===== config.mk =====
export PLATFORM = sky130hd
export DESIGN_NAME = coldstorage_scheduler
export DESIGN_NICKNAME = d
export VERILOG_FILES = /design/src/rtl/coldstorage_scheduler.sv
export SDC_FILE = /design/constraint.sdc
export NUM_CORES = 1
export LEC_CHECK = 0
export ABC_AREA = 1
export CAP_MARGIN = 40
export CORE_AREA = 2 2 104 106
export DETAILED_ROUTE_END_ITERATION = 10
export DIE_AREA = 0 0 106 108
export PLACE_DENSITY = 0.76
export SYNTH_ARGS = -nofsm -noshare
export SYNTH_HDL_FRONTEND = slang
export SYNTH_SLANG_ARGS = --single-unit
export TNS_END_PERCENT = 5

===== constraint.sdc =====
create_clock -name i_clk -period 2.25 [get_ports i_clk]
set_clock_uncertainty 0.15 [all_clocks]
set_input_delay 0.45 -clock i_clk [delete_from_list [all_inputs] [get_ports i_clk]]
set_output_delay 0.45 -clock i_clk [all_outputs]
set_load 0.02 [all_outputs]

===== src/rtl/coldstorage_scheduler.sv =====
// coldstorage_scheduler: periodic sensor poll and report sequencer.
// Every POLL_TICKS cycles (or on force_poll) it runs one sensor measurement.
// A good sample is reported to the UART, and then the LCD is refreshed.
// A timed-out measurement skips the UART and only refreshes the LCD.
// Optional feature macro: SCHED_RETRY_EN. When it is defined, the first
// timeout of a poll is retried once before it is treated as a fault.
// o_state exposes the FSM encoding for observation.
module coldstorage_scheduler #(
    parameter int unsigned POLL_TICKS    = 200000000,
    parameter int unsigned TIMEOUT_TICKS = 50000000
) (
    input  logic       i_clk,
    input  logic       i_rst_n,
    input  logic       i_force_poll,
    output logic       o_dht_en,
    input  logic       i_dht_data_ready,
    input  logic [7:0] i_dht_temperature,
    input  logic [7:0] i_dht_humidity,
    output logic       o_uart_start,
    input  logic       i_uart_busy,
    output logic       o_lcd_en,
    input  logic       i_lcd_busy,
    output logic [7:0] o_temperature,
    output logic [7:0] o_humidity,
    output logic       o_data_valid,
    output logic       o_sensor_fault,
    output logic [7:0] o_fault_count,
    output logic [2:0] o_state
);

    // Handshake with the UART and LCD writers: a request strobe (uart_start or
    // lcd_en) is raised for one cycle, and only when the matching busy is low.
    // The job counts as finished once busy has been seen high and then low.
    // If busy never rises within 4 wait cycles, the job also counts as finished,
    // because the writer completed it too fast to be observed.

    typedef enum logic [2:0] {
        S_IDLE      = 3'd0,
        S_MEASURE   = 3'd1,
        S_UART_REQ  = 3'd2,
        S_UART_WAIT = 3'd3,
        S_LCD_REQ   = 3'd4,
        S_LCD_WAIT  = 3'd5,
        S_RETRY     = 3'd6
    } state_t;

    localparam logic [31:0] POLL_LAST = 32'(POLL_TICKS - 1);
    localparam logic [31:0] TO_LAST   = 32'(TIMEOUT_TICKS - 1);

    state_t      r_state;
    state_t      w_next;
    logic [31:0] r_period;
    logic [31:0] r_tcnt;
    logic        r_pending;
    logic        r_seen;
    logic [1:0]  r_wcnt;
    logic        r_retried;

    logic w_poll_due;
    logic w_poll_req;
    logic w_busy;
    logic w_wait_done;
    logic w_meas_ok;
    logic w_meas_to;
    logic w_fault;
    logic w_meas_entry;

    assign w_poll_due   = (r_period == POLL_LAST);
    assign w_poll_req   = w_poll_due | i_force_poll | r_pending;
    assign w_busy       = (r_state == S_UART_REQ || r_state == S_UART_WAIT) ? i_uart_busy : i_lcd_busy;
    assign w_wait_done  = !w_busy && (r_seen || r_wcnt == 2'd3);
    assign w_meas_ok    = (r_state == S_MEASURE) && i_dht_data_ready;
    assign w_meas_to    = (r_state == S_MEASURE) && !i_dht_data_ready && (r_tcnt == TO_LAST);
    assign w_meas_entry = (w_next == S_MEASURE) && (r_state != S_MEASURE);

`ifdef SCHED_RETRY_EN
    assign w_fault = w_meas_to && r_retried;
`else
    assign w_fault = w_meas_to;
`endif

    // State register
    always_ff @(posedge i_clk or negedge i_rst_n) begin
        if (!i_rst_n) r_state <= S_IDLE;
        else          r_state <= w_next;
    end

    // Next-state logic
    always_comb begin
        w_next = r_state;
        case (r_state)
            S_IDLE:      if (w_poll_req) w_next = S_MEASURE;
            S_MEASURE: begin
                if (w_meas_ok)      w_next = S_UART_REQ;
                else if (w_fault)   w_next = S_LCD_REQ;
`ifdef SCHED_RETRY_EN
                else if (w_meas_to) w_next = S_RETRY;
`endif
            end
`ifdef SCHED_RETRY_EN
            S_RETRY:     w_next = S_MEASURE;
`endif
            S_UART_REQ:  if (!i_uart_busy) w_next = S_UART_WAIT;
            S_UART_WAIT: if (w_wait_done)  w_next = S_LCD_REQ;
            S_LCD_REQ:   if (!i_lcd_busy)  w_next = S_LCD_WAIT;
            S_LCD_WAIT:  if (w_wait_done)  w_next = S_IDLE;
            default:     w_next = S_IDLE;
        endcase
    end

    // Output decode; request strobes are gated by busy, so each lasts one cycle
    always_comb begin
        o_dht_en     = 1'b0;
        o_uart_start = 1'b0;
        o_lcd_en     = 1'b0;
        o_state      = r_state;
        case (r_state)
            S_MEASURE:  o_dht_en     = 1'b1;
            S_UART_REQ: o_uart_start = !i_uart_busy;
            S_LCD_REQ:  o_lcd_en     = !i_lcd_busy;
            default:    ;
        endcase
    end

    // Free-running period counter, restarted whenever MEASURE is entered
    always_ff @(posedge i_clk or negedge i_rst_n) begin
        if (!i_rst_n)          r_period <= '0;
        else if (w_meas_entry) r_period <= '0;
        else                   r_period <= r_period + 32'd1;
    end

    // Poll requests arriving outside IDLE merge into one pending poll
    always_ff @(posedge i_clk or negedge i_rst_n) begin
        if (!i_rst_n)                          r_pending <= 1'b0;
        else if (r_state == S_IDLE)            r_pending <= 1'b0;
        else if (i_force_poll || w_poll_due)   r_pending <= 1'b1;
    end

    // Measurement timeout counter, zero outside MEASURE so each entry starts fresh
    always_ff @(posedge i_clk or negedge i_rst_n) begin
        if (!i_rst_n)                  r_tcnt <= '0;
        else if (r_state != S_MEASURE) r_tcnt <= '0;
        else                           r_tcnt <= r_tcnt + 32'd1;
    end

    // Busy tracking for the UART/LCD wait states
    always_ff @(posedge i_clk or negedge i_rst_n) begin
        if (!i_rst_n) begin
            r_seen <= 1'b0;
            r_wcnt <= 2'd0;
        end else if (r_state == S_UART_WAIT || r_state == S_LCD_WAIT) begin
            if (w_busy)           r_seen <= 1'b1;
            if (r_wcnt != 2'd3)   r_wcnt <= r_wcnt + 2'd1;
        end else begin
            r_seen <= 1'b0;
            r_wcnt <= 2'd0;
        end
    end

`ifdef SCHED_RETRY_EN
    // Remembers that this poll has already used its single retry
    always_ff @(posedge i_clk or negedge i_rst_n) begin
        if (!i_rst_n)                r_retried <= 1'b0;
        else if (r_state == S_IDLE)  r_retried <= 1'b0;
        else if (r_state == S_RETRY) r_retried <= 1'b1;
    end
`else
    assign r_retried = 1'b0;
`endif

    // Sample and fault registers; a fault leaves the last good sample untouched
    always_ff @(posedge i_clk or negedge i_rst_n) begin
        if (!i_rst_n) begin
            o_temperature  <= 8'h00;
            o_humidity     <= 8'h00;
            o_data_valid   <= 1'b0;
            o_sensor_fault <= 1'b0;
            o_fault_count  <= 8'h00;
        end else if (w_meas_ok) begin
            o_temperature  <= i_dht_temperature;
            o_humidity     <= i_dht_humidity;
            o_data_valid   <= 1'b1;
            o_sensor_fault <= 1'b0;
        end else if (w_fault) begin
            o_sensor_fault <= 1'b1;
            if (o_fault_count != 8'hFF) o_fault_count <= o_fault_count + 8'h01;
        end
    end

endmodule


==> results of run 1 <==
==> worst max-delay path, cell delays in order (launching register included) <==
cell and delay, ps:
dfrtp_1 470, nor3_2 250, nand2_1 90, inv_1 60, clkdlybuf4s15_1 290
==> through the flow <==
step	cells	utilization	instance area (sq um)
6_report	1006	0.636	6510
3_5_place_dp	989	0.617	6320
4_1_cts	1006	0.636	6510
5_1_grt	1006	0.636	6510
3_3_place_gp	989	0.617	6320
2_1_floorplan	797	-	5570
==> logic make-up (layout without fill, tap and decap cells) <==
| kind of cell | after synthesis | in the layout |
|---|---|---|
| multiplexers | 1 | 1 |
| adder cells (fa/ha/maj) | 4 | 4 |
| buffers and inverters | 90 | 163 |
| XOR/XNOR | 25 | 25 |
| flip-flops | 97 | 97 |
| AND/OR/NAND/NOR | 523 | 523 |
| AO/OA/AOI/OAI | 57 | 57 |
==> synth_stat cells <==
master      n
nand2_2     2
buf_6       5
nor3_1      9
inv_4       1
nand3_4     1
clkbuf_1    3
nand4_1    11
nor2_4      7
buf_2       3
nand2_4     1
a21oi_1    44
nor3_2      1
nor2_8      1
a21o_1      1
nand3_2     1
a21boi_0    1
xor2_1     10
o21ai_0     9
nor2_2      2
ha_1        4
o22ai_1     1
nand2_1   284
o21a_1      1
nand3_1    41
inv_2       5
dfrtp_1    97
and2_1      1
xnor2_1    15
nand3b_1    3
or2_2       2
mux2i_1     1
nor2_1    156
inv_1      73
==> worst paths after layout <==
check	start	to	slack (ps)
max in group asynchronous	i_rst_n	o_state[0]	1020
worst min register to register	o_humidity[1]	o_humidity[1]	330
worst min-delay path	o_humidity[1]	o_humidity[1]	330
worst max-delay path	o_state[1]	o_lcd_en	100
worst max register to register	r_period[0]	r_period[1]	190
min in group asynchronous	i_rst_n	r_period[20]	390
==> power by group <==
group,total [mW],internal (mW),switching (mW)
clock network,1.09,0.434,0.659
logic,1.72,0.647,1.07
registers,2.15,1.99,0.167
total,4.96,3.07,1.90
==> sequential cells by signal, indices dropped and copies added, names as in the netlist <==
register	cells
r_period	32
o_fault_count	8
o_sensor_fault	1
o_humidity	8
o_temperature	8
r_pending	1
o_state	3
o_data_valid	1
r_wcnt	2
r_tcnt	32
r_seen	1
==> timing repair <==
item,CTS,global route
hold buffers,1,0
gates resized for setup,6,2
endpoints found under the setup margin,3,2
hold endpoints to repair,31,0
==> area by class of cell <==
type,count,area [sq um]
Clock buffer,10,138
Clock inverter,6,42.5
Fill cell,912,3720
Inverter,79,299
Multi-Input combinational cell,610,2770
Sequential cell,97,2430
Tap cell,136,170
Timing Repair Buffer,68,662
==> metal layers <==
layer	track usage	routed length, um	part of all wire
met5	0	0	0
met3	0.0386	401	0.030
met2	0.427	6650	0.50
met1	0.303	5810	0.44
met4	0.114	325	0.025
==> run_results.csv, run 1 <==
group,metric,value,unit
routing,num_vias,5091,
routing,vias_per_cell,5.06,
clock_tree,clkTransAtPathRegs,90,ps
sta,hold_violations,0,
global_routing,antenna_found_initial,0,
sta,tightest_slew,452,ps
global_routing,grt_pass1_vias,4940,
placement,gp_congestion,0.963,
synth,synth_xor_area_frac,0.0393,
worst_setup_path,reg2reg_depth,9,
synth,yosysTopAreaCell,"dfrtp_1",
job,cap_viol_max_count,0,
sta,holdWs,332,ps
floorplan,dieWidth,106,um
floorplan,dieHeight,108,um
global_routing,grt_first_pass_wirelength,22.3,mm
floorplan,core-area,10200,sq um
floorplan,num_rows,37,
synth,synth_cell_type_count,33,
sta,fin_crit,2150,ps
routing,wire_per_inst,13.1,um
synth,yosys-top-cells-area,"dfrtp_1, nand2_1, nor2_1",
worst_setup_path,worst_setup_path_end_kind,"output pin",
global_routing,grt_remaining_overflow,0,
placement,dp_slack,-16.7,ps
clock_tree,cts_buffers,9,
synth,seq_area_frac_synth,0.436,
sta,finalMaxSlewViolations,0,
synth,synth_top_area_share,0.436,
clock_tree,cts_tree,"yes",
synth,syn_area,5570,sq um
synth,ys_ff_latch,97,
clock_tree,clockBufferDepth,2,
sta,finalSetupViolations,0,
global_routing,grt_max_degree,35,
clock_tree,cts.sinks,97,
routing,drt-pass1-iter-count,5,
synth,synth_compound_area_frac,0.0528,
worst_hold_path,holdPathStages,2,
floorplan,start_util,0.544,
synth,synth_mux_area_frac,0.00180,
power_and_ir_drop,power,4.96,mW
status,status,"completed",
synth,synth_fa_ha_area_frac,0.00899,
routing,ant_nets,0,
sta,tns,0,ps
sta,fmax,0.465,GHz
worst_setup_path,crit_required,1650,ps
routing,drc,0,
layout,layout_commonest_cell,"nand2_1",
synth,synth.avg_cell_area,6.98,sq um
power_and_ir_drop,powerDensity,762,nW/um^2
clock_tree,clockRootBuffer,"clkbuf_8",
layout,antennaDiodeCount,0,
worst_setup_path,crit_arrival,1550,ps
clock_tree,post-cts-setup-buffers,0,
sta,worst_slack,101,ps
synth,synth_top_family_by_area,"simple AND/OR/NAND/NOR gates",
clock_tree,clkLatencyLatePin,400,ps
floorplan,pin_count,54,
worst_hold_path,hold_path_class,"flop to flop",
worst_setup_path,path_class,"flop to output pin",
routing,drt-total-wl,13.2,mm
placement,port_buffers,53,
layout,final_cell_mix,"nand2_1, nor2_1, dfrtp_1, inv_1, clkdlybuf4s50_1",
sta,relSlewSlack,0.699,
sta,rsz0062_at_grt,"no",
synth,yosysWarnings,0,
worst_setup_path,crit_path_start_kind,"flop",
sta,period_share,0.955,
clock_tree,htree_levels,3,
synth,synth_nets,823,
synth,syn_inst,797,
placement,place_hpwl,10.0,mm
worst_setup_path,critPathMaxFanout,6,
synth,synth-simple-area-share,0.392,
floorplan,dieArea,11400,sq um
layout,syn_to_final_growth,16.9,%
power_and_ir_drop,p_leak,2.86,nW
global_routing,grtUsageTotal,0.246,
power_and_ir_drop,ir_drop,508,uV
routing,drt_iter0_markers,237,
layout,final_nets,891,
layout,drive_gt1_frac,0.0678,
(Power assumes the default switching activity.)
==> run 2, diff against run 1 <==
==> constraint.sdc (replaced) <==
create_clock -name i_clk -period 2.25 [get_ports i_clk]
set_clock_uncertainty 0.15 [all_clocks]
set_input_delay 0.5625 -clock i_clk [delete_from_list [all_inputs] [get_ports i_clk]]
set_output_delay 0.5625 -clock i_clk [all_outputs]
set_load 0.02 [all_outputs]
==> run 2 against run 1 <==
  * Global-route usage fell by 0.34 points
  * Register-to-register slack improved by 20 ps
  * Non-clock buffer count grew 1
  * Design area up 0.60%
  * Sequential share of layout area is 0.22 points lower
  * Combinational power barely moved
  * Sequential cell count did not move
  * Total power rose by 1.8%
  * Fmax decreased by 1.4%
  * Final cell count about the same
  * Critical endpoint unchanged
  * Largest cell class unchanged
==> run_results.csv, run 2 (synthesis gave the netlist of run 1 again) <==
group,metric,value,unit
status,status,"completed",
layout,fill_cells,898,
power_and_ir_drop,p_leak,2.91,nW
clock_tree,cts_tree,"yes",
sta,relSlewSlack,0.707,
layout,final_cell_mix,"nand2_1, nor2_1, dfrtp_1, inv_1, clkdlybuf4s50_1",
floorplan,dieWidth,106,um
global_routing,grt_max_degree,46,
worst_setup_path,rr_startpoint,"o_state[1]",
worst_setup_path,max_stage_delay,480,ps
global_routing,grt_remaining_overflow,0,
global_routing,antenna_found_initial,0,
worst_hold_path,holdPathStages,1,
worst_setup_path,worst_setup_path_end_kind,"output pin",
worst_setup_path,reg2reg_depth,10,
worst_setup_path,path_class,"primary input to output pin",
power_and_ir_drop,powerDensity,771,nW/um^2
sta,finalMaxSlewViolations,0,
layout,layout_commonest_cell,"nand2_1",
layout,final_area,6550,sq um
power_and_ir_drop,seqPwrFrac,0.427,
placement,place_inst,990,
sta,finalSetupViolations,0,
worst_setup_path,worstReg2RegEnd,"o_fault_count[5]",
power_and_ir_drop,swShare,0.374,
sta,rsz0062_at_grt,"no",
worst_setup_path,crit_required,1540,ps
clock_tree,clkTransAtPathRegs,100,ps
power_and_ir_drop,ir_drop,501,uV
sta,fmax,0.459,GHz
sta,fin_crit,2180,ps
placement,post_dp_cell_area,6340,sq um
floorplan,start_util,0.544,
worst_setup_path,cp_num_buf_inv,4,
worst_setup_path,crit_path_start_kind,"primary input",
power_and_ir_drop,combPwrFrac,0.346,
routing,drt-pass1-iter-count,4,
layout,antennaDiodeCount,0,
routing,drt-total-wl,13.2,mm
clock_tree,clkLatencyLatePin,370,ps
floorplan,dieArea,11400,sq um
placement,port_buffers,53,
layout,stdcell_count,1007,
clock_tree,cts.sinks,97,
placement,place_hpwl,9.98,mm
clock_tree,clockRootBuffer,"clkbuf_8",
worst_setup_path,crit_arrival,1470,ps
routing,ant_nets,0,
worst_setup_path,cp-startpoint,"i_lcd_busy",
worst_setup_path,crit_family,"buffers and inverters",
placement,gp_congestion,0.886,
clock_tree,htree_levels,3,
clock_tree,clockBufferDepth,2,
sta,period_share,0.969,
floorplan,num_rows,37,
worst_setup_path,slowest_stage,"clkdlybuf4s50_1",
clock_tree,cts_buffers,9,
sta,tns,0,ps
global_routing,grt_first_pass_wirelength,22.4,mm
worst_hold_path,hold_path_class,"flop to flop",
power_and_ir_drop,clockPowerShare,0.228,
placement,dp_slack,-258,ps
floorplan,core-area,10200,sq um
routing,drc,0,
job,cap_viol_max_count,0,
floorplan,pin_count,54,
power_and_ir_drop,internal_power,3.16,mW
worst_setup_path,crit_cells,5,
global_routing,grt_pass1_vias,4976,
clock_tree,post-cts-setup-buffers,0,
worst_setup_path,crit_path_end,"o_lcd_en",
routing,wire_per_inst,13.1,um
global_routing,grtUsageTotal,0.242,
sta,hold_violations,0,
power_and_ir_drop,power_switching,1.89,mW
worst_setup_path,critPathMostFrequentCell,"inv_1",
layout,syn_to_final_growth,17.6,%
worst_setup_path,path_cells,"clkdlybuf4s50_1 > inv_1 > nand2_1 > inv_1 > clkdlybuf4s15_2",
layout,reg.largest.list,"r_period (32), r_tcnt (32)",
sta,tightest_slew,440,ps
layout,drive_gt1_frac,0.0735,
layout,final_nets,892,
worst_setup_path,r2r_slack,210,ps
sta,worst_slack,69.7,ps
routing,vias_per_cell,5.10,
routing,drt_iter0_markers,281,
routing,num_vias,5131,
worst_setup_path,critPathMaxFanout,2,
floorplan,dieHeight,108,um
## run 2: power by group through the flow
| stage | clock network (mW) | logic [mW] | registers [mW] |
|---|---|---|---|
| 2_1_floorplan | 0 | 0.862 | 2.37 |
| 3_3_place_gp | 0 | 1.73 | 2.17 |
| 3_5_place_dp | 0 | 1.76 | 2.18 |
| 4_1_cts | 1.18 | 1.77 | 2.15 |
| 5_1_grt | 1.24 | 1.93 | 2.18 |
| 6_report | 1.15 | 1.75 | 2.15 |
## run 2: worst min path at each step
| stage | from | endpoint |
|---|---|---|
| after detailed placement | o_data_valid | o_data_valid |
| after global routing | o_data_valid | o_data_valid |
| after global placement | o_temperature[7] | o_temperature[7] |
| final | o_data_valid | o_data_valid |
| after CTS | o_data_valid | o_data_valid |
| after floorplan | i_rst_n | o_data_valid |
## run 2: what timing repair did
action                                  4_1_cts  5_1_grt
gates resized for setup                       9        8
endpoints found under the setup margin        3        4
hold buffers                                  1        0
pin swaps                                     0        0
endpoints found under the hold margin        28        0
## run 2: metal layers
metal,track usage,vias up,part of all wire
met3,0.0416,23,0.035
met4,0.0771,0,0.019
li1,-,2612,-
met5,0,-,0
met2,0.433,101,0.51
met1,0.301,2395,0.43
## run 2: cell type report
cell class | instances | area (sq um) | area share
multi-input cells | 610 | 2770 | 0.423
flip-flops and latches | 97 | 2430 | 0.371
repair buffers | 69 | 684 | 0.105
inverters | 79 | 299 | 0.0457
well taps | 136 | 170 | 0.0260
clock buffers | 9 | 124 | 0.0189
clock inverters | 7 | 70.1 | 0.0107
## run 2: through the flow
stage	util	hold WS (ps)	power [mW]
6_report	0.640	324	5.05
5_1_grt	0.640	349	5.35
4_1_cts	0.640	327	5.10
3_5_place_dp	0.619	303	3.94
3_3_place_gp	0.619	304	3.90
2_1_floorplan	-	117	3.23
==> run 3, diff against run 2 <==
ABC_CLOCK_PERIOD_IN_PS = 2250   (was not set)
==> results of run 3 <==
The final DEF is identical to that of run 2; final timing and power are the same.
